--- src/rtl/fight_action_sequencer_if.sv ---
// fight_action_sequencer_if: player request inputs and committed action outputs
interface fight_action_sequencer_if;
  logic       btnValid1;
  logic [2:0] btnAction1;
  logic       btnValid2;
  logic [2:0] btnAction2;
  logic [2:0] action1;
  logic [2:0] action2;
  logic       actionEnable;
  modport master (output btnValid1, btnAction1, btnValid2, btnAction2,
                  input action1, action2, actionEnable);
  modport slave (input btnValid1, btnAction1, btnValid2, btnAction2,
                 output action1, action2, actionEnable);
endinterface

--- src/rtl/fight_action_sequencer.sv ---
// fight_action_sequencer: queues per-player actions and issues paired rounds with a one-cycle strobe
module fight_action_sequencer #(
  parameter int         DEPTH          = 2,
  parameter int         TIMEOUT_CYCLES = 16,
  parameter int         COOLDOWN       = 3,
  parameter logic [2:0] IDLE_ACTION    = 3'b000
) (
  input  logic                            clk,
  input  logic                            resetGame,
  input  logic                            gameOver,
  fight_action_sequencer_if.slave         bus,
  output logic [7:0]                      roundCount,
  output logic                            drop1,
  output logic                            drop2,
  output logic                            busy
);
  localparam int AW = $clog2(DEPTH);
  localparam int TW = $clog2(TIMEOUT_CYCLES + 1);
  localparam int CW = $clog2(COOLDOWN + 1);
  typedef enum logic [2:0] {WAIT, LOAD, FIRE, COOL, HALT} state_t;
  state_t        state, state_n;
  logic [TW-1:0] tmo, tmo_n;
  logic [CW-1:0] cool, cool_n;
  logic [2:0]    mem [2][DEPTH];
  logic [AW-1:0] wp [2];
  logic [AW-1:0] rp [2];
  logic [AW:0]   cnt [2];
  logic [2:0]    code [2];
  logic [1:0]    vld, nemp, full, pop, push_req, push;
  assign vld     = {bus.btnValid2, bus.btnValid1};
  assign code[0] = bus.btnAction1;
  assign code[1] = bus.btnAction2;
  // FIFO status; a pop in the same cycle frees a slot for a push into a full FIFO
  always_comb begin
    nemp = '0;
    full = '0;
    pop = '0;
    push_req = '0;
    push = '0;
    for (int p = 0; p < 2; p++) begin
      nemp[p]     = cnt[p] != '0;
      full[p]     = cnt[p] == (AW+1)'(DEPTH);
      pop[p]      = state == LOAD && nemp[p];
      push_req[p] = vld[p] && code[p] != 3'b000 && state != HALT;
      push[p]     = push_req[p] && (!full[p] || pop[p]);
    end
  end
  // next-state logic with wait-timeout and cooldown counters
  always_comb begin
    state_n = state;
    tmo_n = '0;
    cool_n = '0;
    case (state)
      WAIT: begin
        if (gameOver) state_n = HALT;
        else if (&nemp) state_n = LOAD;
        else if (|nemp) begin
          if (tmo == TW'(TIMEOUT_CYCLES - 1)) state_n = LOAD;
          else tmo_n = tmo + 1'b1;
        end
      end
      LOAD: state_n = FIRE;
      FIRE: state_n = COOL;
      COOL: begin
        if (cool == CW'(COOLDOWN - 1)) state_n = gameOver ? HALT : WAIT;
        else cool_n = cool + 1'b1;
      end
      HALT: state_n = gameOver ? HALT : WAIT;
      default: state_n = WAIT;
    endcase
  end
  // state and counter registers
  always_ff @(posedge clk or negedge resetGame) begin
    if (!resetGame) begin
      state <= WAIT;
      tmo <= '0;
      cool <= '0;
    end else begin
      state <= state_n;
      tmo <= tmo_n;
      cool <= cool_n;
    end
  end
  // FIFO pointers and occupancy; HALT flushes both queues
  always_ff @(posedge clk or negedge resetGame) begin
    if (!resetGame) begin
      for (int p = 0; p < 2; p++) begin
        wp[p] <= '0;
        rp[p] <= '0;
        cnt[p] <= '0;
      end
    end else begin
      for (int p = 0; p < 2; p++) begin
        if (state == HALT) begin
          wp[p] <= '0;
          rp[p] <= '0;
          cnt[p] <= '0;
        end else begin
          if (push[p]) wp[p] <= wp[p] + 1'b1;
          if (pop[p]) rp[p] <= rp[p] + 1'b1;
          cnt[p] <= cnt[p] + (AW+1)'(push[p]) - (AW+1)'(pop[p]);
        end
      end
    end
  end
  // FIFO storage
  always_ff @(posedge clk) begin
    for (int p = 0; p < 2; p++)
      if (push[p]) mem[p][wp[p]] <= code[p];
  end
  // registered outputs: commit in LOAD, strobe in FIRE, sticky drop flags
  always_ff @(posedge clk or negedge resetGame) begin
    if (!resetGame) begin
      bus.action1 <= IDLE_ACTION;
      bus.action2 <= IDLE_ACTION;
      bus.actionEnable <= 1'b0;
      roundCount <= '0;
      drop1 <= 1'b0;
      drop2 <= 1'b0;
      busy <= 1'b0;
    end else begin
      if (state == LOAD) begin
        bus.action1 <= pop[0] ? mem[0][rp[0]] : IDLE_ACTION;
        bus.action2 <= pop[1] ? mem[1][rp[1]] : IDLE_ACTION;
      end
      bus.actionEnable <= state == LOAD;
      if (state == FIRE && roundCount != 8'd255) roundCount <= roundCount + 8'd1;
      drop1 <= drop1 | (push_req[0] & ~push[0]);
      drop2 <= drop2 | (push_req[1] & ~push[1]);
      busy <= state_n inside {LOAD, FIRE, COOL};
    end
  end
endmodule

--- src/flat_wrapper.sv ---
// flat-port wrapper written by rule: the top's interface ports become plain ports
module fight_action_sequencer_flat 
#(
  parameter int         DEPTH          = 2,
  parameter int         TIMEOUT_CYCLES = 16,
  parameter int         COOLDOWN       = 3,
  parameter logic [2:0] IDLE_ACTION    = 3'b000
)
  (clk, resetGame, gameOver, roundCount, drop1, drop2, busy, bus_btnValid1, bus_btnAction1, bus_btnValid2, bus_btnAction2, bus_action1, bus_action2, bus_actionEnable);
  fight_action_sequencer_if bus_i ();
  input  logic clk;
  input  logic resetGame;
  input  logic gameOver;
  output logic [7:0] roundCount;
  output logic drop1;
  output logic drop2;
  output logic busy;
  input wire logic [$bits(bus_i.btnValid1)-1:0] bus_btnValid1;
  input wire logic [$bits(bus_i.btnAction1)-1:0] bus_btnAction1;
  input wire logic [$bits(bus_i.btnValid2)-1:0] bus_btnValid2;
  input wire logic [$bits(bus_i.btnAction2)-1:0] bus_btnAction2;
  output wire logic [$bits(bus_i.action1)-1:0] bus_action1;
  output wire logic [$bits(bus_i.action2)-1:0] bus_action2;
  output wire logic [$bits(bus_i.actionEnable)-1:0] bus_actionEnable;
  assign bus_i.btnValid1 = bus_btnValid1;
  assign bus_i.btnAction1 = bus_btnAction1;
  assign bus_i.btnValid2 = bus_btnValid2;
  assign bus_i.btnAction2 = bus_btnAction2;
  assign bus_action1 = bus_i.action1;
  assign bus_action2 = bus_i.action2;
  assign bus_actionEnable = bus_i.actionEnable;
  fight_action_sequencer #(.DEPTH(DEPTH), .TIMEOUT_CYCLES(TIMEOUT_CYCLES), .COOLDOWN(COOLDOWN), .IDLE_ACTION(IDLE_ACTION)) u_core (.clk(clk), .resetGame(resetGame), .gameOver(gameOver), .bus(bus_i), .roundCount(roundCount), .drop1(drop1), .drop2(drop2), .busy(busy));
endmodule
--- config.mk ---
export PLATFORM = sky130hd
export DESIGN_NAME = fight_action_sequencer_flat
export DESIGN_NICKNAME = d
export VERILOG_FILES = /design/src/rtl/fight_action_sequencer_if.sv /design/src/rtl/fight_action_sequencer.sv /design/src/flat_wrapper.sv
export SDC_FILE = /design/constraint.sdc
export NUM_CORES = 1
export LEC_CHECK = 0
export CAP_MARGIN = 15
export CELL_PAD_IN_SITES_DETAIL_PLACEMENT = 0
export CELL_PAD_IN_SITES_GLOBAL_PLACEMENT = 1
export CORE_MARGIN = 2
export CORE_UTILIZATION = 28
export CTS_CLUSTER_DIAMETER = 80
export DETAILED_ROUTE_END_ITERATION = 16
export GPL_ROUTABILITY_DRIVEN = 0
export PLACE_DENSITY = 0.57
export SLEW_MARGIN = 25
export SYNTH_ARGS = -nofsm -noshare
export SYNTH_HDL_FRONTEND = slang
export SYNTH_SLANG_ARGS = --single-unit
--- constraint.sdc ---
create_clock -name clk -period 3.1 [get_ports clk]
set_clock_uncertainty 0.05 [all_clocks]
set_input_delay 0.62 -clock clk [delete_from_list [all_inputs] [get_ports clk]]
set_output_delay 0.62 -clock clk [all_outputs]
set_load 0.02 [all_outputs]
# ---- Word-level counts from Yosys, hierarchy flattened
# Memories as Yosys holds them, arrays and structs flattened.
# Cells that the tools add are included.
dict set report totals {
  ramBits 12
  n_memories 1
  inputBits 11
  reg_bits 36
  out_inout_bits 18
}
dict set report op_classes {
  n_addsub 11
  n_bitwise 10
  n_eq_ne 13
  mux 40
  n_reduce_logical 27
  n_lt_le_gt_ge 6
}
# name depth word_bits read_ports rd_clocked_by_memory_dff write_ports line_no
set mem_list {}
lappend mem_list {u_core.mem 2 6 2 0 2 fight_action_sequencer.sv:24} ;# logic [2:0] mem [2][DEPTH];
# operator count
set op_table {}
lappend op_table {{3-bit 2-to-1 mux} 16}
lappend op_table {{5-bit 2-to-1 mux} 5}
lappend op_table {{3-bit case mux with 5 select lines} 1}
lappend op_table {{3-bit by 2-bit equality test with 1-bit output, second input constant} 4}
lappend op_table {{6-bit 2-to-1 mux} 2}
lappend op_table {{2-bit nonzero test} 6}
lappend op_table {{1-bit logical AND} 11}
lappend op_table {{1-bit 2-to-1 mux} 10}
lappend op_table {{3-bit nonzero test} 3}
lappend op_table {{8-bit by 1-bit adder with 8-bit output, second input constant} 1}
lappend op_table {{2-bit >= comparator, second input constant} 4}
lappend op_table {{2-bit 2-to-1 mux} 4}
lappend op_table {{8-bit inequality test, second input constant} 1}
lappend op_table {{1-bit NOT with 2-bit output} 4}
lappend op_table {{3-bit demux with 1-bit select} 2}
lappend op_table {{2-bit equality test, second input constant} 3}
lappend op_table {{3-bit by 1-bit equality test with 1-bit output, second input constant} 2}
lappend op_table {{5-bit by 1-bit adder with 5-bit output, second input constant} 1}
lappend op_table {{5-bit by 4-bit equality test with 1-bit output, second input constant} 1}
lappend op_table {{1-bit adder, second input constant} 4}
lappend op_table {{2-bit by 1-bit adder with 2-bit output} 2}
lappend op_table {{2-bit by 1-bit less-than comparator with 1-bit output, second input constant} 2}
lappend op_table {{2-bit by 1-bit subtractor with 2-bit output} 2}
lappend op_table {{3-bit equality test, second input constant} 1}
lappend op_table {{10 further kinds} 15}

# ---- Depth between registers and ports, before layout
# Gate-level depths: netlist of the first run.
dict set report depth {
  ltp_word 8
  mapped_depth 9
  ltp_nobuf 8
}

# ---- Worst setup path before layout of the first run
# No wires, ideal clock.
dict set report synth_timing {
  kind {register to register}
  startpoint {register u_core.state[1]}
  endpoint {register u_core.cnt[3] (netlist bit)}
  t_arrival_ps 1845
  t_required_ps 2923
  slack_ps 1078
  setup_ps 127
  path_buffers 1
  path_stages_with_launch 10
  period_less_slack_ps 2022
  path_cell_list {dfrtp_1 -> or3b_1 -> buf_6 -> nor2_1 -> ha_1 -> inv_1 -> ha_1 -> xor2_1 -> xnor2_1 -> nor2_1}
}
dict set report synth_between {
  elab_chain_cells 7
}
# element line_no
set synth_lines {}
lappend synth_lines {{from (decl)} fight_action_sequencer.sv:21} ;# state_t state, state_n;
lappend synth_lines {{from (signal assigned)} fight_action_sequencer.sv:79} ;# state <= state_n;
lappend synth_lines {{3-bit by 1-bit equality test with 1-bit output} fight_action_sequencer.sv:43} ;# pop[p] = state == LOAD && nemp[p];
lappend synth_lines {{1-bit logical AND} fight_action_sequencer.sv:43}
lappend synth_lines {{1-bit logical OR} fight_action_sequencer.sv:45} ;# push[p] = push_req[p] && (!full[p] || pop[p]);
lappend synth_lines {{1-bit logical AND} fight_action_sequencer.sv:45}
lappend synth_lines {{2-bit by 1-bit adder with 2-bit output} fight_action_sequencer.sv:101} ;# cnt[p] <= cnt[p] + (AW+1)'(push[p]) - (AW+1)'(pop[p]);
lappend synth_lines {{2-bit by 1-bit subtractor with 2-bit output} fight_action_sequencer.sv:101}
lappend synth_lines {{2-bit 2-to-1 mux *} fight_action_sequencer.sv:94} ;# if (state == HALT) begin
lappend synth_lines {{to (signal, indexed assignment)} fight_action_sequencer.sv:101}
lappend synth_lines {{to (decl)} fight_action_sequencer.sv:27} ;# logic [AW:0] cnt [2];
# Every way passes the cells marked *; elsewhere a longest branch is shown, timed or not.
# A chain may end at the register's enable or synchronous reset.

# ---- Worst setup path after layout of the first run
dict set report layout_timing {
  startpoint {register u_core.state[0]}
  endpoint {register u_core.cnt[3] (netlist bit)}
}
# The elaborated chain is that of the path after synthesis.

==> results of run 1 <==
synth_stat cells (all sizes together) (3+ instances only):
| library cell | number | area (um^2) |
|---|---|---|
| nand2b | 4 | 25.0 |
| mux2 | 3 | 33.8 |
| ha | 6 | 75.1 |
| inv | 5 | 18.8 |
| clkbuf | 4 | 15.0 |
| nand3 | 3 | 15.0 |
| edfxtp | 12 | 360 |
| xnor2 | 6 | 52.6 |
| o31ai | 8 | 60.1 |
| and2 | 5 | 31.3 |
| xor2 | 6 | 52.6 |
| nor3 | 6 | 40.0 |
| nor2 | 19 | 71.3 |
| nor4 | 3 | 48.8 |
| nand2 | 14 | 52.6 |
| nand4 | 3 | 18.8 |
| mux2i | 7 | 70.1 |
| dfrtp | 36 | 901 |
| o21ai | 4 | 20.0 |
| and3 | 5 | 41.3 |
worst max-delay path by stage:
stage          cells past startpoint            end              start  slack [ps]
3_3_place_gp                       8  u_core.cnt[1]  bus_btnAction2[1]         720
5_1_grt                            8  u_core.cnt[3]    u_core.state[0]         540
2_1_floorplan                      9  u_core.cnt[3]    u_core.state[1]        1080
4_1_cts                            8  u_core.cnt[3]    u_core.state[0]         710
6_report                           8  u_core.cnt[3]    u_core.state[0]         740
3_5_place_dp                       8  u_core.cnt[1]  bus_btnAction2[1]         710
flip-flops by register name, indices dropped and copies added, names as in the netlist, 3 cells and up:
register and count:
u_core.bus.action1 3, u_core.roundCount 8, u_core.tmo 5, u_core.state 3, u_core.mem 12, u_core.bus.action2 3, u_core.cnt 4
layout make-up:
class | count | area [um^2] | area share, %
clock inverter | 2 | 11.3 | 0.432
clock buffer | 6 | 72.6 | 2.79
sequential | 48 | 1260 | 48.4
timing repair buffer | 31 | 298 | 11.4
tap | 99 | 124 | 4.76
multi-input combinational | 117 | 818 | 31.4
inverter | 5 | 18.8 | 0.721
cells by family after synthesis:
kind of cell | synth area share (%)
and+or+nand+nor | 18.0
DFF | 59.2
AOI/OAI and AO/OA | 7.05
xor gates and xnor gates | 4.94
buffers and inverters | 2.35
muxes | 4.88
adders and majority gates | 3.53
stage by stage:
step,hold slack [ps],util [%],area (um^2),total power (W),worst slack (ps)
final,367,35.7,2600,0.00212,744
after global routing,428,35.7,2600,0.00229,541
after global placement,389,34.6,2520,0.00179,724
after floorplan,274,-,2130,0.00148,1080
after detailed placement,393,34.6,2520,0.00179,709
after CTS,404,35.7,2600,0.00216,707
critical path: cells and delay by family, from the launching register on:
family                   cells  cell delay (ps)
XOR/XNOR                     2              310
flip-flops                   1              450
AND/OR/NAND/NOR              3              950
buffers and inverters        1               60
adder cells (fa/ha/maj)      2              420
metal layers:
metal  share of wire [%]  vias to the layer above
li1                    -                      687
met1                  50                      659
met2                  46                       24
met3                 3.7                        5
met4                 1.1                        0
met5                   0                        -
where the power goes:
| group | switching, W | internal [W] |
|---|---|---|
| Clock | 0.000204 | 0.000157 |
| Combinational | 0.000446 | 0.000360 |
| Sequential | 0.000130 | 0.000821 |
==> metrics.md, run 1 <==
| Metric | Value |
|---|---|
| Outcome | completed |
| Syn_nets | 193 |
| Slew at the pin with the worst max-slew slack | 832 ps |
| ANT cells | 0 |
| FFs w/ async S/R, synth | 75.0% |
| Global route overflow | 0 |
| Leakage | 1.09 nW |
| Ys Warns | 0 |
| Seq/Total Area, Yosys | roughly three fifths |
| Maxcap violations | 0 |
| Crit path DAT | approximately 2500 ps |
| Top_reg_cell synth | dfrtp_1 |
| # DRC | 0 |
| Number of flops mapped to enable cells by yosys | 12 |
| CP max-delay cell | or3b_1 |
| Die W | 91.2 um |
| Worst reg2reg endpoint | u_core.cnt[3] |
| Most used routing layer | met2 |
| Vias in the first global route | 1,450 |
| P per Cell Area | 814 nW/um^2 |
| Placed cells | 300 |
| H-tree depth | 2 |
| Layout cells sized above 1 | 9.09% |
| Minimum clock period | 2360 ps |
| Max Fclk | 424 MHz |
| Final hold violation count | 0 |
| Final WL | slightly below 4000 um |
| RSZ-0062 raised after global routing | false |
| HPWL after detailed placement | 2760 um |
| # nets final | 225 |
| Syn Area/Cell | 12.1 um^2 |
| Row Count | 31 |
| CTS buffer count | 5 |
| GR Util met1 | 13.2% |
| Initial antenna violation count | 0 |
| Mapped cell area | 2130 um^2 |
| Worst R2R Start | u_core.state[0] |
| DR vias | 1,375 |
| I/O pins | 29 |
| CTS tree | built |
| Slew headroom | 44.6% |
| Wire per inst | roughly 13 um |
| Req. time, crit path | roughly 3200 ps |
| Yosys reg bits | 48 |
| GR Util All Layers | 10.2% |
| Postcts setup bufs | 0 |
| Crit-path max cell delay | 620 ps |
| ANT nets after route | 0 |
| # resized after CTS | 0 |
| Vias per cell | 4.46 |
| Die area | between 8000 and 9000 um^2 |
| Setup crit start kind | flip-flop |
| Post-synth cell types | 36 |
| First-pass GRT wire length | about 6900 um |
| Hold-fix buffers at CTS | 0 |
| Critical path capture point type | flip-flop |
| Max Slew Vio Count | 0 |
| Root Buffer | clkbuf_8 |
| Critical-path cell list | or3b_1 > nor2_1 > ha_1 > inv_1 > ha_1 > xor2_1 > xnor2_1 > nor2_1 |
| Final setup vio count | 0 |
| Longest Clk Path Bufs | 2 |
| Post-Synthesis Cells | between 150 and 200 |
| Met3 Resource Use GR | 2.90% |
| Fill count | 763 |
| Setup TNS | 0 ps |
| Depth of the worst register-to-register path | 8 |
| Worst hold path class | primary input to async pin |
| Final Non-Filler Cells | 308 |
| Die height | between 90 and 100 um |
| Final Cycle Share | 76.0% |
| Layout area overhead | 22.3% |
| Crit path kind | flip-flop to flip-flop |
| Initial core utilization | 29.2% |
| Sink Count | 48 |
| Maximum VDD drop | 402 uV |
| Crit path max fanout | 17 |
| Internal reg-to-reg setup slack | 740 ps |
| Largest net degree at the start of global routing | 37 |
| Starting DRC count in detailed routing | 59 |
| DRT Pass-1 Iters | 4 |
| Clock slew at reported path FFs | 90 ps |
| Worst skew pair latency | 290 ps |
| Commonest cells after routing, fill and taps aside | dfrtp_1, clkdlybuf4s50_1, nor2_1 |
| IO buf count | 28 |
| GR Util met2 | around 17% |
| Area of the core | 7290 um^2 |
| Commonest non-fill, non-tap cell in the layout | dfrtp_1 |
Power figures use the tool's default switching activity.
==> inputs of run 2 (changes only) <==
==> constraint.sdc (replaced) <==
create_clock -name clk -period 2.4 [get_ports clk]
set_clock_uncertainty 0.05 [all_clocks]
set_input_delay 0.48 -clock clk [delete_from_list [all_inputs] [get_ports clk]]
set_output_delay 0.48 -clock clk [all_outputs]
set_load 0.02 [all_outputs]
==> run 2 against run 1 <==
  * Worst setup slack worse by 460 ps
  * First-iteration DRC count is 41% lower
  * Worst hold slack better by 30 ps
  * Total power up 33%
  * Combinational power up 36%
  * Non-clock buffer count increased by 7
  * Cell area up 2.6%
  * Via count rose by 1.2%
  * Critical path type unchanged
  * Largest cell class unchanged
  * Highest routed layer unchanged
==> metrics.md, run 2 (same netlist as run 1, synthesis figures left out) <==
| Metric | Value |
|---|---|
| Hold-fix buffers at CTS | 1 |
| GR Util All Layers | about 10% |
| Die area | 8320 um^2 |
| Maximum VDD drop | 560 uV |
| Critical-path cell list | or3b_1 > nor2_1 > ha_1 > inv_1 > ha_1 > xor2_1 > xnor2_1 > nor2_1 |
| ANT nets after route | 0 |
| Fill count | 760 |
| Max Fclk | about 470 MHz |
| Slew headroom | approximately 73% |
| DRT Pass-1 Iters | 4 |
| CTS tree | built |
| Power Total | 0.00282 W |
| CTS buffer count | 5 |
| CP top delay family | simple AND/OR/NAND/NOR gates |
| Final hold violation count | 0 |
| Crit path max fanout | 6 |
| Die W | 91.2 um |
| P per Cell Area | between 1000 and 1500 nW/um^2 |
| Req. time, crit path | 2540 ps |
| Row Count | 31 |
| Critical path capture point type | flip-flop |
| Clock slew at reported path FFs | ~90 ps |
| Initial core utilization | 29.2% |
| Vias in the first global route | 1,397 |
| Final setup vio count | 0 |
| Worst skew pair latency | 290 ps |
| CP max-delay cell | or3b_1 |
| Crit path DAT | 2260 ps |
| Crit path kind | flip-flop to flip-flop |
| Commonest cells after routing, fill and taps aside | dfrtp_1, clkdlybuf4s50_1, nor2_1 |
| # resized after CTS | 0 |
| # DRC | 0 |
| Worst hold path class | flip-flop to flip-flop |
| RSZ-0062 raised after global routing | false |
| CP bufs+invs | 1 |
| Leakage | between 1 and 1.5 nW |
| Layout cells sized above 1 | 12.5% |
| Final Cycle Share | 88.3% |
| IO buf count | 28 |
| DR vias | ~1.4k |
| Postcts setup bufs | 0 |
| Starting DRC count in detailed routing | 35 |
| I/O pins | 29 |
| H-tree depth | 2 |
| Sink Count | 48 |
| Minimum clock period | around 2100 ps |
| Vias per cell | 4.42 |
| Slew at the pin with the worst max-slew slack | 400 ps |
| Root Buffer | clkbuf_8 |
| Largest net degree at the start of global routing | 26 |
| Setup TNS | 0 ps |
| Setup crit start kind | flip-flop |
| Final WL | 3870 um |
| Wire per inst | 12.3 um |
| Die height | between 90 and 100 um |
| HPWL after detailed placement | between 2000 and 3000 um |
| # nets final | between 200 and 250 |
| Area of the core | 7290 um^2 |
| Outcome | completed |
| Maxcap violations | 0 |
| Number of flip-flops in the largest register | 12 |
| Crit-path max cell delay | 480 ps |
| Layout area overhead | 25.5% |
| First-pass GRT wire length | ~6700 um |
| Commonest non-fill, non-tap cell in the layout | dfrtp_1 |
| Global route overflow | 0 |
| Longest Clk Path Bufs | 2 |
| Initial antenna violation count | 0 |
| ANT cells | 0 |
| Max Slew Vio Count | 0 |
## run 2: worst reg2reg max path, stage by stage (launching register included)
cell and delay (ps):
dfrtp_1 440, or3b_1 480, nor2_1 230, ha_1 260
inv_1 50, ha_1 140, xor2_1 180, xnor2_1 130
nor2_1 50
## run 2: cell type report
cell class                      count  area, um^2  share of cell area (%)
Inverter                            5        18.8                   0.702
Clock buffer                        6        82.6                    3.09
Clock inverter                      2        15.0                   0.562
Tap cell                           99         124                    4.63
Multi-Input combinational cell    117         818                    30.6
Sequential cell                    48        1260                    47.2
Timing Repair Buffer               38         353                    13.2
## run 2: worst paths after layout
kind	from	to	slack (ps)	cells after the start
setup / recovery	u_core.state[1]	u_core.cnt[3]	280	8
min in group asynchronous	resetGame	u_core.bus.action2[1]	520	2
hold reg to reg	u_core.cool[0]	u_core.cool[0]	400	1
hold / removal	u_core.cool[0]	u_core.cool[0]	400	1
max in group asynchronous	resetGame	u_core.tmo[2]	1160	3
setup reg to reg	u_core.state[1]	u_core.cnt[3]	280	8
## run 2: power breakdown
| part | leakage [nW] | internal, W | total [W] | switching (W) |
|---|---|---|---|---|
| Clock | 0.0434 | 0.000233 | 0.000499 | 0.000266 |
| Combinational | 0.489 | 0.000512 | 0.00110 | 0.000591 |
| Sequential | 0.591 | 0.00106 | 0.00122 | 0.000162 |
## run 2: metal layers
layer | track usage, % | vias up | wire length (um)
met5 | 0 | - | 0
met4 | 3.03 | 0 | 24
met3 | 2.74 | 2 | 141
met2 | 17.0 | 21 | 1920
met1 | 12.5 | 671 | 1780
li1 | - | 697 | -
## run 2: through the flow
| step | setup slack [ps] | hold WS [ps] | std cells | util, % | instance area [um^2] |
|---|---|---|---|---|---|
| floorplan | 378 | 134 | 176 | - | 2130 |
| detailed placement | 260 | 325 | 306 | 35.2 | 2560 |
| finish | 281 | 397 | 315 | 36.7 | 2670 |
| CTS | 254 | 403 | 315 | 36.7 | 2670 |
| global placement | 268 | 321 | 306 | 35.2 | 2560 |
| global route | 106 | 419 | 315 | 36.7 | 2670 |
==> inputs of run 3 (changes only) <==
--- a/config.mk
+++ b/config.mk
@@ -14,6 +14,8 @@
 export DETAILED_ROUTE_END_ITERATION = 16
 export GPL_ROUTABILITY_DRIVEN = 0
 export PLACE_DENSITY = 0.57
+export RECOVER_POWER = 100
+export SKIP_LAST_GASP = 1
 export SLEW_MARGIN = 25
 export SYNTH_ARGS = -nofsm -noshare
 export SYNTH_HDL_FRONTEND = slang
==> run 3 against run 2 <==
  * Worst hold slack hardly changed
  * Critical path depth is 5 lower
  * Sequential share of layout area is 0.88 points higher
  * Maximum frequency is 5.0% lower
  * Non-clock buffer count stayed put
  * Sequential power hardly changed
  * Die area stayed put
  * Clock-buffer cell count stayed put
  * Worst setup slack worse by 110 ps
  * Critical path type unchanged
==> metrics.md, run 3 (same netlist as run 1, synthesis figures left out) <==
| Metric | Value |
|---|---|
| Crit path DAT | around 2100 ps |
| Hold_sp | u_core.cool[0] |
| Max Slew Vio Count | 0 |
| Place WS | 260 ps |
| Final setup vio count | 0 |
| ANT nets after route | 0 |
| # nets final | 232 |
| Starting DRC count in detailed routing | 22 |
| GR Util All Layers | about a tenth |
| Max Fclk | 448 MHz |
| Sink Count | 48 |
| Final WL | ~3900 um |
| Core Util, Final | about 36% |
| First-pass GRT wire length | 6710 um |
| ANT cells | 0 |
| Vias per cell | 4.43 |
| Placed inst area | 2560 um^2 |
| Register area | ~1300 um^2 |
| RSZ-0062 raised after global routing | false |
| Internal reg-to-reg setup slack | between 150 and 200 ps |
| Worst hold path class | flip-flop to flip-flop |
| Wire per inst | between 10 and 15 um |
| Leakage | 1.14 nW |
| Root Buffer | clkbuf_8 |
| Crit path max fanout | 6 |
| Worst Setup SP | u_core.state[1] |
| Fill count | 768 |
| Post-Layout Inst Area | 2620 um^2 |
| Final WS setup | 170 ps |
| CTS buffer count | 5 |
| Layout cells sized above 1 | under 10% |
| I/O pins | 29 |
| Commonest cells after routing, fill and taps aside | dfrtp_1, dlygate4sd3_1, nor2_1 |
| Outcome | completed |
| Maximum VDD drop | 531 uV |
| Req. time, crit path | 2280 ps |
| Die height | 91.2 um |
| Die W | 91.2 um |
| H-tree depth | 2 |
| DR vias | 1,397 |
| Worst skew pair latency | about 290 ps |
| Maxcap violations | 0 |
| Longest Clk Path Bufs | 2 |
| Slew headroom | 48.8% |
| Row Count | 31 |
| DRT Pass-1 Iters | 4 |
| Die area | 8320 um^2 |
| Crit path kind | flip-flop to flip-flop |
| CTS tree | built |
| Critical-path cell list | or3b_1 > and3_4 > nor4_1 |
| Final Non-Filler Cells | 315 |
| Setup TNS | 0 ps |
| Postcts setup bufs | 0 |
| CP max-delay cell | nor4_1 |
| Number of flip-flops in the largest register | 12 |
| Worst R2R Start | u_core.state[1] |
| Layout area overhead | 23.2% |
| HPWL after detailed placement | 2870 um |
| Crit-path max cell delay | 670 ps |
| Vias in the first global route | 1,397 |
| Largest net degree at the start of global routing | 26 |
| Area occupied by multi-input gates | 788 um^2 |
| # DRC | 0 |
| Critical path capture point type | flip-flop |
| Initial core utilization | around 29% |
| Initial antenna violation count | 0 |
| Setup crit start kind | flip-flop |
| Commonest non-fill, non-tap cell in the layout | dfrtp_1 |
| Slew at the pin with the worst max-slew slack | 761 ps |
| Global route overflow | 0 |
| P per Cell Area | 1040 nW/um^2 |
| Minimum clock period | ~2200 ps |
| IO buf count | 28 |
| Area of the core | 7290 um^2 |
| Final hold violation count | 0 |
| Placed cells | ~310 |
| Clock slew at reported path FFs | 90 ps |
| Final Cycle Share | just over 90% |
run 3: through the flow:
stage / power (W) / hold slack, ps
after global placement: 0.00236 / 321
final: 0.00272 / 397
after global routing: 0.00294 / 419
after detailed placement: 0.00236 / 325
after CTS: 0.00288 / 403
after floorplan: 0.00191 / 134
run 3: timing repair:
action	CTS	global route
resized for setup	0	0
hold endpoints to repair	9	0
hold buffers	1	0
run 3: worst paths after layout:
kind	to	depth (start not counted)
max	u_core.mem[0][3]	3
min in group asynchronous	u_core.bus.action2[1]	2
max reg2reg	u_core.mem[0][3]	3
min	u_core.cool[0]	1
min reg2reg	u_core.cool[0]	1
max in group asynchronous	u_core.tmo[2]	3
run 3: worst max-delay path, delay by kind of cell, from the launching register on:
| kind | cells | cell delay [ps] |
|---|---|---|
| flops | 1 | 440 |
| simple gates | 3 | 1390 |
run 3: metal layers:
metal	GRT usage, %	vias up	routed length [um]
met4	3.03	0	24
met1	12.5	674	1800
met2	17.0	21	1910
met5	0	-	0
met3	2.74	2	137
li1	-	700	-
run 3: final cells by class:
| cell class | count | share of cell area [%] |
|---|---|---|
| well taps | 99 | 4.72 |
| flip-flops and latches | 48 | 48.1 |
| clock inverters | 2 | 0.572 |
| multi-input cells | 117 | 30.0 |
| inverters | 5 | 0.715 |
| repair buffers | 38 | 12.7 |
| clock buffers | 6 | 3.15 |
run 3: where the power goes:
part	switching, W	internal (W)
combinational	0.000577	0.000429
clock	0.000265	0.000233
sequential	0.000153	0.00106
total	0.000995	0.00172
